--- config.mk ---
export PLATFORM = sky130hd
export DESIGN_NAME = shift_reg_ctl
export DESIGN_NICKNAME = d
export VERILOG_FILES = /design/src/rtl/shift_reg_ctl.sv
export SDC_FILE = /design/constraint.sdc
export NUM_CORES = 1
export LEC_CHECK = 0
export ABC_AREA = 1
export CORE_ASPECT_RATIO = 1.2
export CORE_MARGIN = 4
export CORE_UTILIZATION = 47
export CTS_CLUSTER_DIAMETER = 120
export CTS_CLUSTER_SIZE = 25
export DETAILED_ROUTE_END_ITERATION = 10
export HOLD_SLACK_MARGIN = 0.12
export PLACE_DENSITY = 0.88
export SYNTH_ARGS = -nofsm -noshare
export SYNTH_HDL_FRONTEND = slang
export SYNTH_SLANG_ARGS = --single-unit
--- constraint.sdc ---
create_clock -name clk -period 1.7 [get_ports clk]
set_input_delay 0.34 -clock clk [delete_from_list [all_inputs] [get_ports clk]]
set_output_delay 0.34 -clock clk [all_outputs]
set_load 0.005 [all_outputs]
--- src/rtl/shift_reg_ctl.sv ---
// Multi-mode WIDTH-bit register: load/clear/hold plus multi-cycle shift/rotate
// sequenced by a start/busy/done handshake, all gated by clk_en.
//
// state | meaning
// IDLE  | waiting for start; single-edge ops execute on acceptance
// RUN   | one shift/rotate step per enabled edge until the counter expires
// DONE  | one enabled cycle of done, then back to IDLE
module shift_reg_ctl #(
    parameter int WIDTH = 8,
    parameter int CNT_W = 4
) (
    input  logic             clk,
    input  logic             rst,
    input  logic             clk_en,
    input  logic             start,
    input  logic [2:0]       mode,
    input  logic [CNT_W-1:0] amount,
    input  logic [WIDTH-1:0] d,
    input  logic             ser_in,
    output logic [WIDTH-1:0] q,
    output logic [WIDTH-1:0] q_,
    output logic             ser_out,
    output logic             busy,
    output logic             done
);

    localparam logic [2:0] M_HOLD  = 3'd0;
    localparam logic [2:0] M_LOAD  = 3'd1;
    localparam logic [2:0] M_SHL   = 3'd2;
    localparam logic [2:0] M_SHR   = 3'd3;
    localparam logic [2:0] M_ROTL  = 3'd4;
    localparam logic [2:0] M_ROTR  = 3'd5;
    localparam logic [2:0] M_ASHR  = 3'd6;
    localparam logic [2:0] M_CLEAR = 3'd7;

    typedef enum logic [1:0] {
        IDLE = 2'd0,
        RUN  = 2'd1,
        DONE = 2'd2
    } state_t;

    state_t           state, state_next;
    logic [WIDTH-1:0] q_reg, q_next;
    logic             so_reg, so_next;
    logic [CNT_W-1:0] cnt, cnt_next;
    logic [2:0]       op, op_next;

    always_ff @(posedge clk) begin
        if (rst) begin
            state  <= IDLE;
            q_reg  <= '0;
            so_reg <= 1'b0;
            cnt    <= '0;
            op     <= M_HOLD;
        end else if (clk_en) begin
            state  <= state_next;
            q_reg  <= q_next;
            so_reg <= so_next;
            cnt    <= cnt_next;
            op     <= op_next;
        end
    end

    always_comb begin
        state_next = state;
        q_next     = q_reg;
        so_next    = so_reg;
        cnt_next   = cnt;
        op_next    = op;
        case (state)
            IDLE: begin
                if (start) begin
                    case (mode)
                        M_HOLD:  state_next = DONE;
                        M_LOAD: begin
                            q_next     = d;
                            state_next = DONE;
                        end
                        M_CLEAR: begin
                            q_next     = '0;
                            state_next = DONE;
                        end
                        default: begin
                            // Latch the operation so mode/amount may change while running.
                            op_next    = mode;
                            cnt_next   = amount;
                            state_next = (amount != '0) ? RUN : DONE;
                        end
                    endcase
                end
            end
            RUN: begin
                case (op)
                    M_SHL: begin
                        q_next  = {q_reg[WIDTH-2:0], ser_in};
                        so_next = q_reg[WIDTH-1];
                    end
                    M_SHR: begin
                        q_next  = {ser_in, q_reg[WIDTH-1:1]};
                        so_next = q_reg[0];
                    end
                    M_ROTL: begin
                        q_next  = {q_reg[WIDTH-2:0], q_reg[WIDTH-1]};
                        so_next = q_reg[WIDTH-1];
                    end
                    M_ROTR: begin
                        q_next  = {q_reg[0], q_reg[WIDTH-1:1]};
                        so_next = q_reg[0];
                    end
                    M_ASHR: begin
                        q_next  = {q_reg[WIDTH-1], q_reg[WIDTH-1:1]};
                        so_next = q_reg[0];
                    end
                    default: ;
                endcase
                cnt_next = cnt - 1'b1;
                if (cnt == CNT_W'(1)) state_next = DONE;
            end
            DONE:    state_next = IDLE;
            default: state_next = IDLE;
        endcase
    end

    assign q       = q_reg;
    assign q_      = ~q_reg;
    assign ser_out = so_reg;
    assign busy    = (state != IDLE);
    assign done    = (state == DONE);

endmodule
==> impl_metrics.toml, run 1 <==
[outcome]
status = "finished, final reports clean"

[synthesis]
netlist.top_cell.by_area = "dfxtp_1"
async_reset_ff_frac = 0
synth.area.top_cells = "dfxtp_1 27%, nand2_1 19%, nand3_1 11%, inv_1 6.6%, nor2_1 6.6%"
synth_common_cells = "68 x nand2_1, 30 x nand3_1, 24 x inv_1, 24 x nor2_1, 18 x dfxtp_1"
ys_seq_elements = 18
synth_cells = 221
syn-cell-area_um2 = 1360
synth-seq-area-share = 0.266
synth_top_area_frac = 0.266
post-synth-top-count-cell = "nand2_1"
ys.flop_type = "dfxtp_1"
ys_types = 27
synth-edff-count = 0
syn_avg_cell_area_um2 = 6.14
yosysWarnings = 0
syn_nets = 243

[sta]
finalCritPeriodShare = 0.957
slew_violations = 0
fin_crit_ns = 1.63
hold_viol = 0
hold-worst-slack_ns = 0.497
tightestPinTransition_ns = 0.293
clock_skew_ns = 0.00774
rsz0062_at_grt = "false"
max_slew_margin = 0.804
finalSetupViolations = 0
fmax_mhz = 615

[die]
ios = 39
rows = 21
die_area_um2 = 3810
die_w_um = 57.0
core_um2 = 2790
die_h_um = 66.8
start_util = 0.487

[placement]
dp_cells = 298
dp_hpwl_um = 2760
io_buffers = 38
place_congestion = 0.843
dpl_cell_area_um2 = 1810

[grt]
grt-ovfl-total = 0
grt_max_degree = 16
grt_pass1_vias = 1441
grt_pass1_wl_um = 5750
grtUsageTotal = 0.184
antenna_found_initial = 0

[layout]
largest_reg_flops = 8
postLayoutCellArea_um2 = 1850
fillCellCount = 263
fin_util = 0.666
fin_cells = 302
seq_area_um2 = 365
area_delta_synth_final_pct = 36.7
drive_above_1_share = 0.119
nets = 291
num_antenna_cells = 0
multi_input_area_um2 = 855

[pwr]
p_leak_nw = 0.886
power_w = 0.00125
max-vdd-ir-drop_uv = 493
pwr_density_cell_nw_per_um2 = 673

[run]
cap_violations = 0

[routing]
wire_per_inst_um = 11.0
routed-via-count = 1522
avgViaCountPerCell = 5.04
drt-total-wl_um = 3330
drt-pass1-iter-count = 4
drt_iter0_drc = 60
remaining_drc_errors = 0
antenna_left = 0

[worst_setup_path]
critPathRequiredTime_ns = 1.36
arrival_ns = 1.29
end_kind = "output port"
cp-start-kind = "register"
path_class = "reg2out"
worstPathMaxFanout = 5

[clock_tree]
ctsLongestPathBuffers = 2
cts.sinks = 18
clock-root-buffer = "clkbuf_4"
cts_setup_buffers = 0
tritoncts = "yes"
insertion_delay_ns = 0.29
clkTransAtPathRegs_ns = 0.10
htreeDepth = 1
cts_made_buffers = 3
hold_buffers = 0

[hold_path]
hold_path.class = "reg2reg"
-- worst paths after layout --
path / start / to / slack, ns / depth (start not counted)
min: ser_out / ser_out / 0.50 / 2
min reg2reg: ser_out / ser_out / 0.50 / 2
max: state[0] / busy / 0.07 / 3
max reg2reg: op[0] / q[5] / 0.29 / 7
-- metal layers --
layer / up-vias / track usage / part of all wire
met5: - / 0 / 0
li1: 813 / - / -
met2: 28 / 0.337 / 0.51
met4: 0 / 0.0319 / 0.0030
met3: 2 / 0.0252 / 0.035
met1: 679 / 0.231 / 0.45
-- kinds of logic after synthesis --
group,count (synthesis),share of synthesized area
fa+ha+maj,2,0.0184
flops,18,0.266
compound gates,31,0.126
simple gates,137,0.482
buf+inv,33,0.108
-- per-stage QoR --
step                TNS [ns]  setup WS, ns
finish                     0        0.0730
global route               0        0.0173
CTS                  -0.0144       -0.0144
detailed placement    -0.214       -0.0521
global placement    -0.00603      -0.00603
floorplan                  0         0.429
-- what timing repair did --
action                                  4_1_cts  5_1_grt
pin swaps                                     0        1
endpoints found under the setup margin        2        1
endpoints found under the hold margin         0        0
gates resized for setup                       3        2
-- power breakdown --
group	internal [W]	leakage, nW	total, W	switching [W]
Clock	0.000130	0.0210	0.000263	0.000133
Combinational	0.000230	0.717	0.000482	0.000252
Sequential	0.000460	0.148	0.000503	0.0000432
Total	0.000820	0.886	0.00125	0.000428
-- layout by cell type, fill, tap and decap left out --
cell              n
dfxtp_2           1
nand4_4           1
clkdlybuf4s50_1  37
o21ai_2           1
a21oi_1          16
nor2_4            3
nand2_1          68
nor2_1           24
dfxtp_4           1
nor2_2            1
o21ai_1           7
nor3_1            1
clkbuf_4          3
dlygate4sd2_1     1
nor4_1            1
ha_1              2
nand4_1           3
nand3_1          30
dfxtp_1          16
nand3b_2          1
nand3_4           1
inv_2             5
a21oi_4           1
nor2_8            1
clkbuf_8          1
o21ai_0           5
a31oi_1           1
inv_1            24
nand2_4           2
buf_4             9
-- final cells by class --
class,count,area share
clock buffers,4,0.0196
inverters,29,0.0587
multi-input cells,170,0.461
flip-flops and latches,18,0.197
well taps,34,0.0229
repair buffers,47,0.241
-- worst max-delay path, cell delays in order, from the launching register on --
cell	delay, ns
dfxtp_2	0.36
nor2_4	0.15
inv_1	0.05
clkdlybuf4s50_1	0.44
(Power assumes the default switching activity.)
==> inputs of run 2 (changes only) <==
CORE_ASPECT_RATIO = default   (was 1.2)
HOLD_SLACK_MARGIN = default   (was 0.12)
PLACE_DENSITY = 0.9   (was 0.88)
==> run 2 against run 1 <==
Final area grew 0.81%. Clock skew shrank 0.0041 ns. Critical path depth shrank 1. Global-route usage grew 3.1 points. Largest power group unchanged.
==> impl_metrics.toml, run 2 (synthesized netlist as in run 1, its figures left out) <==
[outcome]
status = "finished, final reports clean"

[worst_setup_path]
reg2reg_from = "state[1]"
path_class = "reg2out"
reg2reg_depth = 7
arrival_ns = 1.31
startpoint = "q[1]"
critPathRequiredTime_ns = 1.36
r2r_end = "q[2]"
end_kind = "output port"
worstPathMaxFanout = 5
critPathCapture = "q_[1]"
worst-r2r-setup-slack_ns = 0.26
cp-start-kind = "register"

[clock_tree]
tritoncts = "yes"
clock-root-buffer = "clkbuf_4"
htreeDepth = 1
cts.sinks = 18
cts_made_buffers = 3
hold_buffers = 0
insertion_delay_ns = 0.30
clkTransAtPathRegs_ns = 0.11
ctsLongestPathBuffers = 2

[grt]
grt-ovfl-total = 0
grtUsageTotal = 0.215
grt_max_degree = 16
grt_pass1_vias = 1491
antenna_found_initial = 0
grt_pass1_wl_um = 6170

[sta]
finalCritPeriodShare = 0.969
tightestPinTransition_ns = 0.272
finalSetupViolations = 0
rsz0062_at_grt = "false"
hold_viol = 0
slew_violations = 0
clock_skew_ns = 0.00364
setup-tns-final_ns = 0
fin_crit_ns = 1.65
max_slew_margin = 0.817
hold-worst-slack_ns = 0.493
fmax_mhz = 607

[die]
core_um2 = 2760
ios = 39
die_area_um2 = 3810
rows = 19
start_util = 0.492
die_h_um = 61.7
die_w_um = 61.7

[run]
cap_violations = 0

[pwr]
p_leak_nw = 0.910
max-vdd-ir-drop_uv = 582
pwr_density_cell_nw_per_um2 = 681
power_w = 0.00127

[routing]
drt-pass1-iter-count = 4
routed-via-count = 1570
drt-total-wl_um = 3550
antenna_left = 0
drt_iter0_drc = 73
remaining_drc_errors = 0
avgViaCountPerCell = 5.22
wire_per_inst_um = 11.8

[layout]
mostFrequentLayoutCells = "68 x nand2_1, 37 x clkdlybuf4s50_1, 30 x nand3_1"
drive_above_1_share = 0.126
nets = 293
fin_util = 0.678
layout_commonest_cell = "nand2_1"
num_antenna_cells = 0
area_delta_synth_final_pct = 37.8
postLayoutCellArea_um2 = 1870
largest_reg_flops = 8

[placement]
dp_hpwl_um = 2790
io_buffers = 38
dpl_cell_area_um2 = 1810
place_congestion = 0.880

[hold_path]
hold_path.class = "reg2reg"
run 2: cell types whose count changed in the layout (fill, tap and decap cells not counted):
cell,before,now
buf_4,9,11
dlygate4sd2_1,1,0
dlymetal6s2s_1,0,1
run 2: worst max-delay path, cell delays in order, from the launching register on:
cell             delay [ns]
dfxtp_1                0.37
inv_1                  0.13
clkdlybuf4s50_1        0.51
run 2: how the worst min path moves through the flow:
stage / cells after the start / endpoint / from / slack, ns
2_1_floorplan: 1 / cnt[3] / rst / 0.41
3_3_place_gp: 2 / cnt[3] / cnt[3] / 0.46
3_5_place_dp: 2 / ser_out / ser_out / 0.47
4_1_cts: 2 / ser_out / ser_out / 0.49
5_1_grt: 2 / ser_out / ser_out / 0.52
6_report: 2 / cnt[3] / cnt[3] / 0.49
run 2: final cells by class:
class	instances	area, um^2
clock buffers	4	36.3
inverters	29	109
repair buffers	49	465
multi-input cells	170	855
well taps	31	38.8
flip-flops and latches	18	365
fillers	233	888
run 2: routing by layer:
layer  global-route usage  routed length (um)
met5                    0                   0
met4                0.130                  83
met3               0.0496                 193
met2                0.351                1740
met1                0.256                1530
run 2: stage by stage:
| step | setup WS [ns] | cells |
|---|---|---|
| global route | 0.00534 | 301 |
| finish | 0.0520 | 301 |
| floorplan | 0.429 | 221 |
| detailed placement | -0.0462 | 296 |
| CTS | 0.0113 | 301 |
| global placement | -0.00681 | 296 |
run 2: timing repair:
item | 4_1_cts | 5_1_grt
endpoints found under the setup margin | 2 | 2
setup buffers | 1 | 0
resized for setup | 2 | 3
run 2: where the power goes:
group,internal [W],total (W),switching (W)
Clock,0.000131,0.000275,0.000144
Sequential,0.000460,0.000502,0.0000418
Combinational,0.000234,0.000496,0.000262
Total,0.000825,0.00127,0.000448
